**config.mk**
```make
export PLATFORM = sky130hd
export DESIGN_NAME = fft_frame_loader
export DESIGN_NICKNAME = d
export VERILOG_FILES = /design/src/rtl/fft_frame_loader.sv
export SDC_FILE = /design/constraint.sdc
export NUM_CORES = 1
export LEC_CHECK = 0
export CORE_ASPECT_RATIO = 0.8
export CORE_MARGIN = 2
export CORE_UTILIZATION = 44
export DETAILED_ROUTE_END_ITERATION = 16
export GPL_TIMING_DRIVEN = 0
export MAX_ROUTING_LAYER = met4
export PLACE_DENSITY_LB_ADDON = 0.3
export SETUP_SLACK_MARGIN = 0.02
export SKIP_CTS_REPAIR_TIMING = 1
export SLEW_MARGIN = 30
export SYNTH_ARGS = -nofsm -noshare
export SYNTH_HDL_FRONTEND = slang
export SYNTH_SLANG_ARGS = --single-unit
```
**constraint.sdc**
```tcl
create_clock -name clk -period 1.8 [get_ports clk]
set_input_delay 0.27 -clock clk [delete_from_list [all_inputs] [get_ports clk]]
set_output_delay 0.27 -clock clk [all_outputs]
set_load 0.01 [all_outputs]
```
**src/rtl/fft_frame_loader.sv**
```systemverilog
// Frame sequencer for the fft load port: pulls N samples from a test ROM or a
// valid-qualified stream, then waits for the fft to finish before counting the frame.
`timescale 1ns/1ps

module fft_frame_loader #(
    parameter int N           = 16,
    parameter int W           = 16,
    parameter int START_DELAY = 4
) (
    input  logic                 clk,
    input  logic                 rst_n,
    input  logic                 start,
    input  logic                 mode_cont,
    input  logic                 src_sel,
    output logic [$clog2(N)-1:0] rom_addr,
    input  logic [W-1:0]         rom_data,
    input  logic [W-1:0]         stream_data,
    input  logic                 stream_valid,
    output logic                 stream_ready,
    output logic                 insert_data,
    output logic [$clog2(N)-1:0] addr,
    output logic [W-1:0]         data_out,
    input  logic                 fft_finish,
    output logic                 frame_done,
    output logic [15:0]          frame_count,
    output logic                 busy,
    output logic                 overrun
);

    localparam int AW = $clog2(N);
    // Wide enough for START_DELAY itself, and at least one bit when START_DELAY is 0.
    localparam int CW = $clog2(START_DELAY + 2);

    typedef enum logic [1:0] {
        S_IDLE,
        S_WAIT,
        S_LOAD,
        S_PROC
    } state_t;

    state_t          r_state;
    state_t          w_next_state;
    logic            r_src;
    logic [CW-1:0]   r_cnt;
    logic [AW-1:0]   r_idx;
    logic            r_insert;
    logic [AW-1:0]   r_addr;
    logic [W-1:0]    r_data;
    logic            r_frame_done;
    logic [15:0]     r_frame_count;
    logic            r_overrun;

    logic            w_beat;
    logic            w_last;
    logic            w_finish;
    logic            w_launch;
    logic            w_drop;
    logic            w_ready;
    logic [W-1:0]    w_sample;

    assign w_ready  = (r_state == S_LOAD) && r_src;
    assign w_beat   = (r_state == S_LOAD) && (r_src ? stream_valid : 1'b1);
    assign w_last   = w_beat && (r_idx == AW'(N - 1));
    assign w_finish = (r_state == S_PROC) && fft_finish;
    assign w_launch = ((r_state == S_IDLE) && start) || (w_finish && mode_cont);
    assign w_sample = r_src ? stream_data : rom_data;
    // A stream beat is lost whenever it is offered and not taken, except while a ROM frame runs.
    assign w_drop   = stream_valid && !w_ready && ((r_state == S_IDLE) || r_src);

    // NOTE: every signal written here gets a default first so no latch is inferred.
    always_comb begin
        w_next_state = r_state;
        case (r_state)
            S_IDLE: if (start)             w_next_state = S_WAIT;
            S_WAIT: if (r_cnt == '0)       w_next_state = S_LOAD;
            S_LOAD: if (w_last)            w_next_state = S_PROC;
            S_PROC: if (fft_finish)        w_next_state = mode_cont ? S_WAIT : S_IDLE;
            default:                       w_next_state = S_IDLE;
        endcase
    end

    // NOTE: sequential state uses non-blocking assignments so every register sees pre-edge values.
    always_ff @(posedge clk or negedge rst_n) begin
        if (!rst_n) begin
            r_state       <= S_IDLE;
            r_src         <= 1'b0;
            r_cnt         <= '0;
            r_idx         <= '0;
            r_insert      <= 1'b0;
            r_addr        <= '0;
            r_data        <= '0;
            r_frame_done  <= 1'b0;
            r_frame_count <= '0;
            r_overrun     <= 1'b0;
        end else begin
            r_state <= w_next_state;

            if (w_launch) begin
                r_src <= src_sel;
                r_cnt <= CW'(START_DELAY);
            end else if ((r_state == S_WAIT) && (r_cnt != '0)) begin
                r_cnt <= r_cnt - CW'(1);
            end

            if (w_beat) begin
                r_idx  <= w_last ? '0 : r_idx + AW'(1);
                r_addr <= r_idx;
                r_data <= w_sample;
            end
            r_insert <= w_beat;

            r_frame_done <= w_finish;
            if (w_finish) begin
                r_frame_count <= r_frame_count + 16'd1;
            end

            if (w_drop) begin
                r_overrun <= 1'b1;
            end
        end
    end

    assign rom_addr     = r_idx;
    assign stream_ready = w_ready;
    assign insert_data  = r_insert;
    assign addr         = r_addr;
    assign data_out     = r_data;
    assign frame_done   = r_frame_done;
    assign frame_count  = r_frame_count;
    assign busy         = (r_state != S_IDLE);
    assign overrun      = r_overrun;

endmodule

```
**Word level (Yosys, flattened, before mapping)**

Cells that the tools add are included.

- Register bits after elaboration: 49
- Memories: 0
- Memory bits (read-only): 0
- Memory bits (writable): 0
- Bits in latches: 0
- Input bits: 39

- Equal/unequal tests: 8
- Div/mod/pow operators: 0
- Multiplexer cells: 11
- Reductions and logical operators: 18
- Add/subtract/negate cells: 3
- Multipliers: 0
- Shift-type cells: 0
- $lt $le $gt $ge: 0
- Bitwise gates (word level): 0

Operators by type and width:

| cell | number |
|---|---|
| adder 16 x 1 -> 16 bit, second input constant | 1 |
| 2-to-1 mux 16 bit | 1 |
| logical AND 1 bit | 9 |
| 2-to-1 mux 2 bit | 4 |
| inequality test 2 bit, second input constant | 4 |
| case mux 2 bit (4 select lines) | 1 |
| 2-to-1 mux 3 bit | 2 |
| adder 4 x 1 -> 4 bit, second input constant | 1 |
| equality test 2 bit, second input constant | 2 |
| equality test 4 bit, second input constant | 1 |
| 2-to-1 mux 4 bit | 1 |
| AND reduction 4 bit | 1 |
| nonzero test 2 bit | 2 |
| logical NOT 3 bit | 1 |
| nonzero test 3 bit | 1 |
| subtractor 3 x 1 -> 3 bit, second input constant | 1 |
| equality test 2 x 1 -> 1 bit, second input constant | 1 |
| logical NOT 2 bit | 1 |
| logical OR 1 bit | 2 |
| 2-to-1 mux 1 bit | 2 |
| logical NOT 1 bit | 1 |

**Longest topological paths before layout**

- Depth after elaboration: 5
- Gate-level depth with buffers: 7
- Gate-level depth less buffers: 7

**Worst setup path after synthesis**

OpenSTA, ideal clock, no wires.

- Path kind: flip-flop to flip-flop
- Start: reg r_state[1]
- End: reg r_state[1]
- Data required time: 1.680 ns
- Stages on the path, launching flop included: 7
- Period minus slack after synthesis: 1.547 ns
- Arrival time: 1.427 ns
- Buffers on the path: 0
- Setup slack: 0.253 ns
- Cells stage by stage: dfrtp_1 > inv_1 > ha_1 > nor2b_1 > a221oi_1 > a21oi_1 > a31o_1

- Cells in the longest elaborated chain, start to end: 5
- Elaborated cells between the ends (all ways): 12

RTL lines:

| what | RTL line | text |
|---|---|---|
| start, declared | 41 | `state_t r_state;` |
| start signal, assigned | 96 | `r_state <= w_next_state;` |
| equality test 2 bit | 62, 73 |  |
| logical AND 1 bit | 62 | `assign w_beat = (r_state == S_LOAD) && (r_src ? stream_valid : 1'b1);` |
| logical AND 1 bit | 63 | `assign w_last = w_beat && (r_idx == AW'(N - 1));` |
| inequality test 2 bit (no source line) | - |  |
| AND reduction 4 bit (no source line) | - |  |

Parallel ways exist; a longest one is shown, timed or not.
A chain may end at the register's enable or synchronous reset.

**Worst setup path after layout**

- Start: reg r_state[0]
- End: reg r_src

- Cells in the longest elaborated chain, start to end: 4
- Elaborated cells between the ends (all ways): 6

RTL lines:

| what | RTL line | text |
|---|---|---|
| equality test 2 bit | 64 | `assign w_finish = (r_state == S_PROC) && fft_finish;` |
| logical AND 1 bit | 64 |  |
| via w_finish | 55 | `logic w_finish;` |
| logical AND 1 bit | 65 | `assign w_launch = ((r_state == S_IDLE) && start) \|\| (w_finish && mode_cont);` |
| logical OR 1 bit | 65 |  |
| end signal, assigned | 99 | `r_src <= src_sel;` |
| end, declared | 43 | `logic r_src;` |

The timed path passes the listed nets, and every way through them passes these cells.

==> impl_metrics.json <==
{
  "clock_skew_ps": 3.91,
  "status": "complete, but fails checks",
  "antenna_left": 0,
  "switching_share": 0.347,
  "startpoint_type": "flip-flop",
  "clock_power_share": 0.168,
  "grt_pass1_wl_mm": 7.99,
  "worstPathArrival_ps": 1880,
  "grt_pass1_vias": 1684,
  "clkSinkCount": 49,
  "grt_overflow": 0,
  "die_height_um": 68.2,
  "final_nets": 347,
  "yosysUniqueCellTypes": 32,
  "die_w_um": 84.2,
  "reg2reg_to": "r_src",
  "clk_latency_ps": 300,
  "ctsRootBufferMaster": "clkbuf_8",
  "failed_checks": "negative hold slack",
  "setup_violations": 0,
  "vdd_drop_max_v": 0.000860,
  "netlist_instances": 206,
  "drc": 0,
  "cap_violations": 0,
  "r2r_cells": 7,
  "relSlewSlack": 0.600,
  "final_max_slew_viol_count": 0,
  "viasPerCell": 5.01,
  "first_iter_violations": 65,
  "clk_pin_slew_ps": 80,
  "cp.required_ps": 1990,
  "cp_max_fo": 9,
  "yosysSeqAreaShare": 0.541,
  "h-tree-depth": 2,
  "min_period_ps": 1690,
  "clock_path_buffers": 2,
  "wl_mm": 4.98,
  "firstDrtPassIters": 4,
  "intPower_mw": 3.14,
  "sequentialPowerShare": 0.369,
  "initial_utilization": 0.455,
  "period_share": 0.939,
  "switchingPower_mw": 1.67,
  "min_path_type": "input port to async pin",
  "post_drt_wl_per_cell_um": 13.8,
  "hold_viol_final": 49,
  "critical_path_class": "flip-flop to flip-flop",
  "fmaxAchievable_mhz": 592,
  "die_area_um2": 5740,
  "io_buffers": 83,
  "grt_antenna_before_repair": 0,
  "diodes": 0,
  "ys_ff_latch": 49,
  "synth.avg_cell_area_um2": 11.0,
  "grt_max_degree": 50,
  "rr_startpoint": "r_state[0]",
  "combinationalPowerShare": 0.463,
  "area_delta_synth_final_pct": 47.0,
  "tightest_slew_ps": 600,
  "numCtsBuffers": 5,
  "boundaryPins": 84,
  "synth_nets": 254,
  "vias": 1812,
  "finalWeightedCongestion": 0.749,
  "hold_ws_ps": -30.4,
  "place_hpwl_mm": 3.68,
  "drive_above_1_share": 0.103,
  "coreArea_um2": 4980,
  "setup.worst_path.end_class": "flip-flop",
  "p_leak_nw": 1.52,
  "fin_util": 0.669,
  "cts_tree": "built",
  "rrSetupSlack_ps": 110,
  "rsz0062_at_grt": "false",
  "grt_use_total": 0.185,
  "post-place-ws_ps": 28.5,
  "yosys_warnings": 0,
  "synth_area_um2": 2270,
  "worst_slack_ps": 110,
  "powerDensity_nw_per_um2": 1440,
  "row_count": 23,
  "startpoint": "r_state[0]"
}
critical path: stages, from the launching register on:
cell and delay (ps):
dfrtp_1 420, buf_4 130, ha_1 190, and2_1 140, buf_4 160, nand2_1 90
o21ai_2 100, mux2_2 360
per-layer routing:
| metal | part of all wire | vias to the layer above | global-route usage |
|---|---|---|---|
| li1 | - | 886 | - |
| met1 | 0.43 | 864 | 0.223 |
| met2 | 0.48 | 56 | 0.305 |
| met3 | 0.077 | 6 | 0.0676 |
| met4 | 0.0086 | 0 | 0.0423 |
| met5 | 0 | - | - |
cell type report:
class | count | area (um2)
buffer | 7 | 41.3
clock buffer | 7 | 86.3
clock inverter | 1 | 30.0
fill | 404 | 1650
inverter | 9 | 33.8
multi-input combinational | 141 | 980
sequential | 49 | 1230
tap | 62 | 77.6
timing repair buffer | 86 | 856
how the worst max path moves through the flow:
stage / end / slack (ps)
2_1_floorplan: r_state[1] / 250
3_3_place_gp: data_out[2] / -960
3_5_place_dp: r_src / 30
4_1_cts: stream_ready / -280
5_1_grt: frame_count[5] / 20
6_report: r_src / 110
state kept, by name, indices dropped and copies added, names as in the netlist, 2 cells and up:
name and flops:
data_out 16, frame_count 16, addr 4, rom_addr 4, r_cnt 3, r_state 2
per-stage QoR:
step | cell area [um2] | cells | setup TNS [ps] | total power, mW
2_1_floorplan | 2270 | 206 | 0 | 2.91
3_3_place_gp | 3170 | 351 | -47040 | 3.87
3_5_place_dp | 3170 | 351 | 0 | 3.95
4_1_cts | 3290 | 359 | -435 | 4.78
5_1_grt | 3330 | 362 | 0 | 5.15
6_report | 3330 | 362 | 0 | 4.81
power groups by stage:
stage	combinational [mW]	clock, mW	sequential (mW)
6_report	2.23	0.810	1.77
5_1_grt	2.44	0.885	1.83
4_1_cts	2.18	0.824	1.78
3_5_place_dp	2.16	0	1.79
3_3_place_gp	2.11	0	1.77
2_1_floorplan	1.02	0	1.89
kinds of logic (layout without fill, tap and decap cells):
| logic type | after synthesis | in the layout | share of synthesized area |
|---|---|---|---|
| AND/OR/NAND/NOR | 62 | 62 | 0.136 |
| adder cells (fa/ha/maj) | 9 | 9 | 0.0497 |
| XOR/XNOR | 17 | 17 | 0.0657 |
| buffers and inverters | 16 | 110 | 0.0331 |
| flip-flops | 49 | 49 | 0.541 |
| multiplexers | 21 | 21 | 0.0955 |
| AO/OA/AOI/OAI | 32 | 32 | 0.0784 |
cell usage in the layout (no fill, tap or decap), types with 6 or more instances in the layout:
master	instances
clkdlybuf4s50_1	80
dfrtp_1	49
nand2_1	31
o21ai_0	20
mux2i_1	16
xnor2_1	13
inv_1	8
ha_1	8
buf_4	7
nand4_1	6
clkbuf_8	6
cells in the mapped netlist:
| library cell | number | share of area |
|---|---|---|
| o21ai_0 | 21 | 0.046 |
| nand2b_1 | 3 | 0.0083 |
| or2_1 | 1 | 0.0028 |
| a31o_1 | 1 | 0.0039 |
| buf_2 | 3 | 0.0066 |
| nand2_1 | 31 | 0.051 |
| o21bai_1 | 1 | 0.0033 |
| and4_1 | 2 | 0.0077 |
| nand3_2 | 1 | 0.0044 |
| nor2b_1 | 2 | 0.0055 |
| o21ai_1 | 2 | 0.0044 |
| buf_4 | 3 | 0.0099 |
| or2_2 | 1 | 0.0028 |
| and4_4 | 1 | 0.0050 |
| dfrtp_1 | 49 | 0.54 |
| xnor2_1 | 13 | 0.050 |
| nor2_1 | 5 | 0.0083 |
| and2_1 | 2 | 0.0055 |
| nand3_1 | 5 | 0.011 |
| inv_1 | 9 | 0.015 |
| a21oi_1 | 2 | 0.0044 |
| ha_1 | 9 | 0.050 |
| a31oi_1 | 2 | 0.0055 |
| mux2i_1 | 16 | 0.071 |
| and3_1 | 1 | 0.0028 |
| xor2_1 | 4 | 0.015 |
| clkbuf_1 | 1 | 0.0017 |
| nand4_1 | 6 | 0.017 |
| nor3_2 | 1 | 0.0044 |
| a211oi_1 | 2 | 0.0066 |
| a221oi_1 | 1 | 0.0039 |
| mux2_2 | 5 | 0.025 |
Power figures use the tool's default switching activity.
